===== config.mk =====
export PLATFORM = sky130hd
export DESIGN_NAME = ldm_stm_sequencer
export DESIGN_NICKNAME = d
export VERILOG_FILES = /design/src/rtl/ldm_stm_sequencer_pkg.sv /design/src/rtl/ldm_stm_sequencer_prio_enc16.sv /design/src/rtl/ldm_stm_sequencer.sv
export SDC_FILE = /design/constraint.sdc
export NUM_CORES = 1
export LEC_CHECK = 0
export CAP_MARGIN = 15
export CELL_PAD_IN_SITES_DETAIL_PLACEMENT = 1
export CELL_PAD_IN_SITES_GLOBAL_PLACEMENT = 1
export CORE_ASPECT_RATIO = 1.4
export CORE_MARGIN = 1.5
export CORE_UTILIZATION = 40
export CTS_CLUSTER_DIAMETER = 40
export CTS_CLUSTER_SIZE = 12
export DETAILED_ROUTE_END_ITERATION = 12
export MAX_ROUTING_LAYER = met4
export PLACE_DENSITY = 0.9
export REMOVE_ABC_BUFFERS = 1
export SYNTH_ARGS = -nofsm -noshare
export SYNTH_HDL_FRONTEND = slang
export SYNTH_HIERARCHICAL = 1
export SYNTH_SLANG_ARGS = --single-unit

===== constraint.sdc =====
create_clock -name i_clk -period 16.4 [get_ports i_clk]
set_clock_uncertainty 0.2 [all_clocks]
set_input_delay 3.28 -clock i_clk [delete_from_list [all_inputs] [get_ports i_clk]]
set_output_delay 3.28 -clock i_clk [all_outputs]
set_load 0.01 [all_outputs]

===== src/rtl/ldm_stm_sequencer_pkg.sv =====
// ---------------------------------------------------------------------------
// ldm_stm_sequencer_pkg
// Shared definitions for the LDM/STM block-transfer sequencer:
//   - state_t      : sequencer FSM states
//   - MODE_*       : addressing modes encoded as {up, pre}
//   - WORD_BYTES   : byte stride between consecutive transferred words
// ---------------------------------------------------------------------------
package ldm_stm_sequencer_pkg;

    typedef enum logic [1:0] {
        ST_IDLE  = 2'd0,
        ST_SETUP = 2'd1,
        ST_XFER  = 2'd2,
        ST_DONE  = 2'd3
    } state_t;

    // Addressing modes as {up, pre}
    localparam logic [1:0] MODE_DA = 2'b00;
    localparam logic [1:0] MODE_DB = 2'b01;
    localparam logic [1:0] MODE_IA = 2'b10;
    localparam logic [1:0] MODE_IB = 2'b11;

    localparam int unsigned WORD_BYTES = 4;

endpackage


===== src/rtl/ldm_stm_sequencer_prio_enc16.sv =====
// ---------------------------------------------------------------------------
// prio_enc16
// Combinational lowest-set-bit finder for a 16-bit vector.
// Ports:
//   i_vec   in  16  vector to search
//   o_idx   out 4   index of the lowest set bit (0 when i_vec is zero)
//   o_valid out 1   high when any bit of i_vec is set
// ---------------------------------------------------------------------------
module prio_enc16 (
    input  logic [15:0] i_vec,
    output logic [3:0]  o_idx,
    output logic        o_valid
);

    always_comb begin
        o_idx   = '0;
        o_valid = |i_vec;
        // Scan from the top down so the lowest set bit is the last to win.
        for (int i = 15; i >= 0; i--) begin
            if (i_vec[i]) begin
                o_idx = 4'(i);
            end
        end
    end

endmodule


===== src/rtl/ldm_stm_sequencer.sv =====
// ---------------------------------------------------------------------------
// ldm_stm_sequencer
// Multi-cycle LDM/STM block-transfer controller. Walks the register list
// lowest-first, generates word addresses for IA/IB/DA/DB and handshakes each
// word with memory. Loads pulse one active-low register write enable per word.
// Ports:
//   i_clk, i_clr            clock (rising edge), asynchronous active-high reset
//   i_start                 one-cycle request, honoured only in IDLE
//   i_is_load, i_up, i_pre  decoded instruction: LDM/STM, direction, before/after
//   i_base_addr, i_reg_list base register value and register list
//   i_mem_ack               memory completion for the current word
//   o_mem_req, o_mem_rw     memory request and direction (1 = read)
//   o_mem_addr              current word address
//   o_reg_sel               index of the register being transferred
//   o_rf_en_n               active-low one-hot register write enables
//   o_busy, o_done          not-IDLE flag and one-cycle completion pulse
//   o_wb_addr               final base value, valid while o_done is high
// ---------------------------------------------------------------------------
module ldm_stm_sequencer
    import ldm_stm_sequencer_pkg::*;
#(
    parameter int NREGS = 16,   // prio_enc16 fixes this at 16
    parameter int AW    = 32
) (
    input  logic             i_clk,
    input  logic             i_clr,
    input  logic             i_start,
    input  logic             i_is_load,
    input  logic             i_up,
    input  logic             i_pre,
    input  logic [AW-1:0]    i_base_addr,
    input  logic [NREGS-1:0] i_reg_list,
    input  logic             i_mem_ack,
    output logic             o_mem_req,
    output logic             o_mem_rw,
    output logic [AW-1:0]    o_mem_addr,
    output logic [3:0]       o_reg_sel,
    output logic [NREGS-1:0] o_rf_en_n,
    output logic             o_busy,
    output logic             o_done,
    output logic [AW-1:0]    o_wb_addr
);

    localparam int CW = $clog2(NREGS + 1);

    state_t           r_state;
    state_t           w_state_next;
    logic             r_is_load;
    logic             r_up;
    logic             r_pre;
    logic [AW-1:0]    r_base;
    logic [NREGS-1:0] r_list;      // registers still to transfer
    logic [AW-1:0]    r_addr;
    logic [AW-1:0]    r_wb;

    logic [3:0]       w_sel;
    logic             w_sel_valid;
    logic [NREGS-1:0] w_onehot;
    logic [NREGS-1:0] w_list_after;
    logic [CW-1:0]    w_cnt;
    logic [AW-1:0]    w_four_n;
    logic [AW-1:0]    w_start_addr;
    logic [AW-1:0]    w_wb_addr;

    prio_enc16 u_prio (
        .i_vec   (r_list),
        .o_idx   (w_sel),
        .o_valid (w_sel_valid)
    );

    assign w_onehot     = NREGS'(1) << w_sel;
    assign w_list_after = r_list & ~w_onehot;

    always_comb begin
        w_cnt = '0;
        for (int i = 0; i < NREGS; i++) begin
            w_cnt = w_cnt + CW'(r_list[i]);
        end
    end

    assign w_four_n = AW'({w_cnt, 2'b00});

    // Lowest register always sits at the lowest address, so decrementing
    // modes start below the base and walk upward like the incrementing ones.
    always_comb begin
        w_start_addr = r_base;
        case ({r_up, r_pre})
            MODE_IA: w_start_addr = r_base;
            MODE_IB: w_start_addr = r_base + AW'(WORD_BYTES);
            MODE_DA: w_start_addr = r_base - w_four_n + AW'(WORD_BYTES);
            MODE_DB: w_start_addr = r_base - w_four_n;
            default: w_start_addr = r_base;
        endcase
    end

    assign w_wb_addr = r_up ? (r_base + w_four_n) : (r_base - w_four_n);

    always_comb begin
        w_state_next = r_state;
        o_mem_req    = 1'b0;
        o_done       = 1'b0;
        o_rf_en_n    = '1;
        case (r_state)
            ST_IDLE: begin
                if (i_start) w_state_next = ST_SETUP;
            end
            ST_SETUP: begin
                w_state_next = (w_cnt == '0) ? ST_DONE : ST_XFER;
            end
            ST_XFER: begin
                o_mem_req = 1'b1;
                if (i_mem_ack) begin
                    if (r_is_load && w_sel_valid) o_rf_en_n = ~w_onehot;
                    if (w_list_after == '0) w_state_next = ST_DONE;
                end
            end
            ST_DONE: begin
                o_done       = 1'b1;
                w_state_next = ST_IDLE;
            end
            default: w_state_next = ST_IDLE;
        endcase
    end

    always_ff @(posedge i_clk or posedge i_clr) begin
        if (i_clr) begin
            r_state   <= ST_IDLE;
            r_is_load <= 1'b0;
            r_up      <= 1'b0;
            r_pre     <= 1'b0;
            r_base    <= '0;
            r_list    <= '0;
            r_addr    <= '0;
            r_wb      <= '0;
        end else begin
            r_state <= w_state_next;
            case (r_state)
                ST_IDLE: begin
                    if (i_start) begin
                        r_is_load <= i_is_load;
                        r_up      <= i_up;
                        r_pre     <= i_pre;
                        r_base    <= i_base_addr;
                        r_list    <= i_reg_list;
                    end
                end
                ST_SETUP: begin
                    r_addr <= w_start_addr;
                    r_wb   <= w_wb_addr;
                end
                ST_XFER: begin
                    if (i_mem_ack) begin
                        r_list <= w_list_after;
                        r_addr <= r_addr + AW'(WORD_BYTES);
                    end
                end
                default: ;
            endcase
        end
    end

    assign o_mem_rw   = r_is_load;
    assign o_mem_addr = r_addr;
    assign o_reg_sel  = w_sel;
    assign o_busy     = (r_state != ST_IDLE);
    assign o_wb_addr  = r_wb;

endmodule


==> flow_metrics.env <==
export IMPL_status="finished clean"
export IMPL_fin_nets=1424
export IMPL_io_buffer_count=142
export IMPL_timing_final_crit_share=0.558
export IMPL_instances_no_fill=1655
export IMPL_synth_cells=1226
export IMPL_cts_num_sinks=117
export IMPL_crit_chain="clkdlybuf4s50_1, nand2_1, nor3_1, nand2_1, clkdlybuf4s50_1"
export IMPL_fp_row_count=68
export IMPL_cp_end_kind="output pin"
export IMPL_first_pass_iters=5
export IMPL_r2r_start="r_list[7]"
export IMPL_die_height_um=191
export IMPL_hold_class="reg2reg"
export IMPL_cts_resized=0
export IMPL_cts_path_max_buffers=2
export IMPL_final_common_cell="clkdlybuf4s50_1"
export IMPL_drt_wl_total_um=38100
export IMPL_fin_ws_ns=7.26
export IMPL_postRouteAntennaNets=0
export IMPL_final_area_um2=12200
export IMPL_die_w_um=137
export IMPL_postCtsHoldBufs=0
export IMPL_crit_slowest_cell="clkdlybuf4s50_1"
export IMPL_slew_violations=0
export IMPL_yosysSeqAreaShare=0.291
export IMPL_initial_core_util=0.408
export IMPL_cp_num_buf_inv=2
export IMPL_mostFrequentLayoutCells="clkdlybuf4s50_1, nand2_1, dfrtp_1"
export IMPL_placed_area_um2=11700
export IMPL_synth_flop_cell="dfrtp_1"
export IMPL_synth_edf_count=0
export IMPL_syn_to_final_growth_pct=21.4
export IMPL_via_per_inst=6.27
export IMPL_clk_latency_ns=0.43
export IMPL_clkTransAtPathRegs_ns=0.05
export IMPL_cp_depth=5
export IMPL_die_area_um2=26200
export IMPL_post_drt_wl_per_cell_um=23.0
export IMPL_timing_worst_setup_path_type="in2out"
export IMPL_vias=10382
export IMPL_antenna_found_initial=0
export IMPL_crit_family="buffers and inverters"
export IMPL_max_slew_margin_rel=0.197
export IMPL_grt_max_degree=65
export IMPL_cp_start_kind="input port"
export IMPL_cts_root_buf="clkbuf_16"
export IMPL_core_area_um2=24700
export IMPL_async_flop_share=1.00
export IMPL_grt_overflow_total=0
export IMPL_dp_cells=1625
export IMPL_ys_types=83
export IMPL_cp_endpoint="o_rf_en_n[12]"
export IMPL_grt_pass1_wl_um=60700
export IMPL_yosys_area_top_type="dfrtp_1"
export IMPL_ys_warn_count=6
export IMPL_ios=143
export IMPL_drive_gt1_frac=0.109
export IMPL_finalSetupViolCount=0
export IMPL_fin_crit_ns=9.14
export IMPL_post_cts_setup_buffers=0
export IMPL_tightest_slew_ns=1.20
export IMPL_synth_top_cell_area_share=0.291
export IMPL_min_delay_start="o_wb_addr[26]"
export IMPL_globalplace_congestion=0.960
export IMPL_worstRegToRegCells=22
export IMPL_rsz0062_at_grt="no"
export IMPL_grt_use_total=0.308
export IMPL_cp_max_fo=10
export IMPL_avgSynthCellArea_um2=8.22
export IMPL_cts_tree="done"
export IMPL_synthTopCellsByArea="dfrtp_1, mux2_2, nand2_1"
export IMPL_grt_pass1_vias=10975
export IMPL_numCtsBuffers=17
export IMPL_synth_seq_cells=117
export IMPL_cp_arrival_ns=5.66
export IMPL_tns_ns=0
export IMPL_slowest_delay_ns=0.76
export IMPL_drt_initial_drc_count=774
export IMPL_dp_hpwl_um=28700
export IMPL_hold_viol=0
export IMPL_startpoint="i_mem_ack"
export IMPL_r2r_end="o_mem_addr[27]"
export IMPL_cts_htree_levels=4
export IMPL_remaining_drc_errors=0
export IMPL_diodes=0
export IMPL_synthesis_area_um2=10100
export IMPL_dp_slack_ns=7.27
export IMPL_worstPathRequired_ns=12.92
export IMPL_timing_fmax_mhz=109
export IMPL_max_cap_viol_count=0
export IMPL_r2r_setup_slack_ns=8.49
per-layer routing:
| metal | vias up | share of wire | GRT usage |
|---|---|---|---|
| met5 | - | 0 | - |
| met4 | 0 | 0.062 | 0.203 |
| met3 | 143 | 0.046 | 0.0457 |
| met2 | 361 | 0.50 | 0.513 |
| met1 | 5172 | 0.39 | 0.340 |
| li1 | 4706 | - | - |
metrics by stage:
| stage | util | hold slack, ns |
|---|---|---|
| 3_5_place_dp | 0.475 | 0.298 |
| 4_1_cts | 0.495 | 0.310 |
| 6_report | 0.496 | 0.305 |
| 5_1_grt | 0.496 | 0.333 |
| 3_3_place_gp | 0.475 | 0.284 |
| 2_1_floorplan | - | 0.266 |
worst min-delay path by stage:
stage,to,cells after the start
floorplan,o_wb_addr[0],2
global placement,o_wb_addr[1],2
detailed placement,o_wb_addr[26],1
CTS,o_wb_addr[26],1
global route,o_wb_addr[8],1
finish,o_wb_addr[26],1
final cells by class:
cell class              instances  area [um2]
flip-flops and latches        117        2930
well taps                     315         394
clock inverters                 6        32.5
inverters                      61         231
repair buffers                166        1600
clock buffers                  22         464
multi-input cells             968        6580
fillers                      2942       12400
sequential cells by signal, summed over array words and instances, names as in the netlist:
| signal | count |
|---|---|
| r_up | 1 |
| r_state | 2 |
| o_wb_addr | 32 |
| r_pre | 1 |
| r_base | 32 |
| r_list | 16 |
| o_mem_addr | 32 |
| o_mem_rw | 1 |
kinds of logic after synthesis:
logic type / synth area share
simple gates: 0.247
compound gates: 0.214
buf+inv: 0.0566
flops: 0.291
mux: 0.0782
xor+xnor: 0.0574
fa+ha+maj: 0.0561
cells in the mapped netlist (16+ instances only):
| cell | instances |
|---|---|
| ha_1 | 26 |
| nand2_1 | 131 |
| xor2_1 | 22 |
| nor4_1 | 20 |
| o22ai_1 | 26 |
| a31oi_1 | 20 |
| nand3_1 | 43 |
| xnor2_1 | 44 |
| a21oi_1 | 88 |
| nor2_1 | 74 |
| or3_1 | 17 |
| nand2b_1 | 17 |
| nor3_1 | 42 |
| a21o_1 | 16 |
| inv_1 | 61 |
| o21ai_0 | 74 |
| mux2_2 | 62 |
| and3_1 | 20 |
| nand4_1 | 24 |
| dfrtp_1 | 117 |
| clkbuf_1 | 66 |
Power is not shown: default switching activity piles up to over one toggle a cycle in this logic, so the estimate is an artifact.
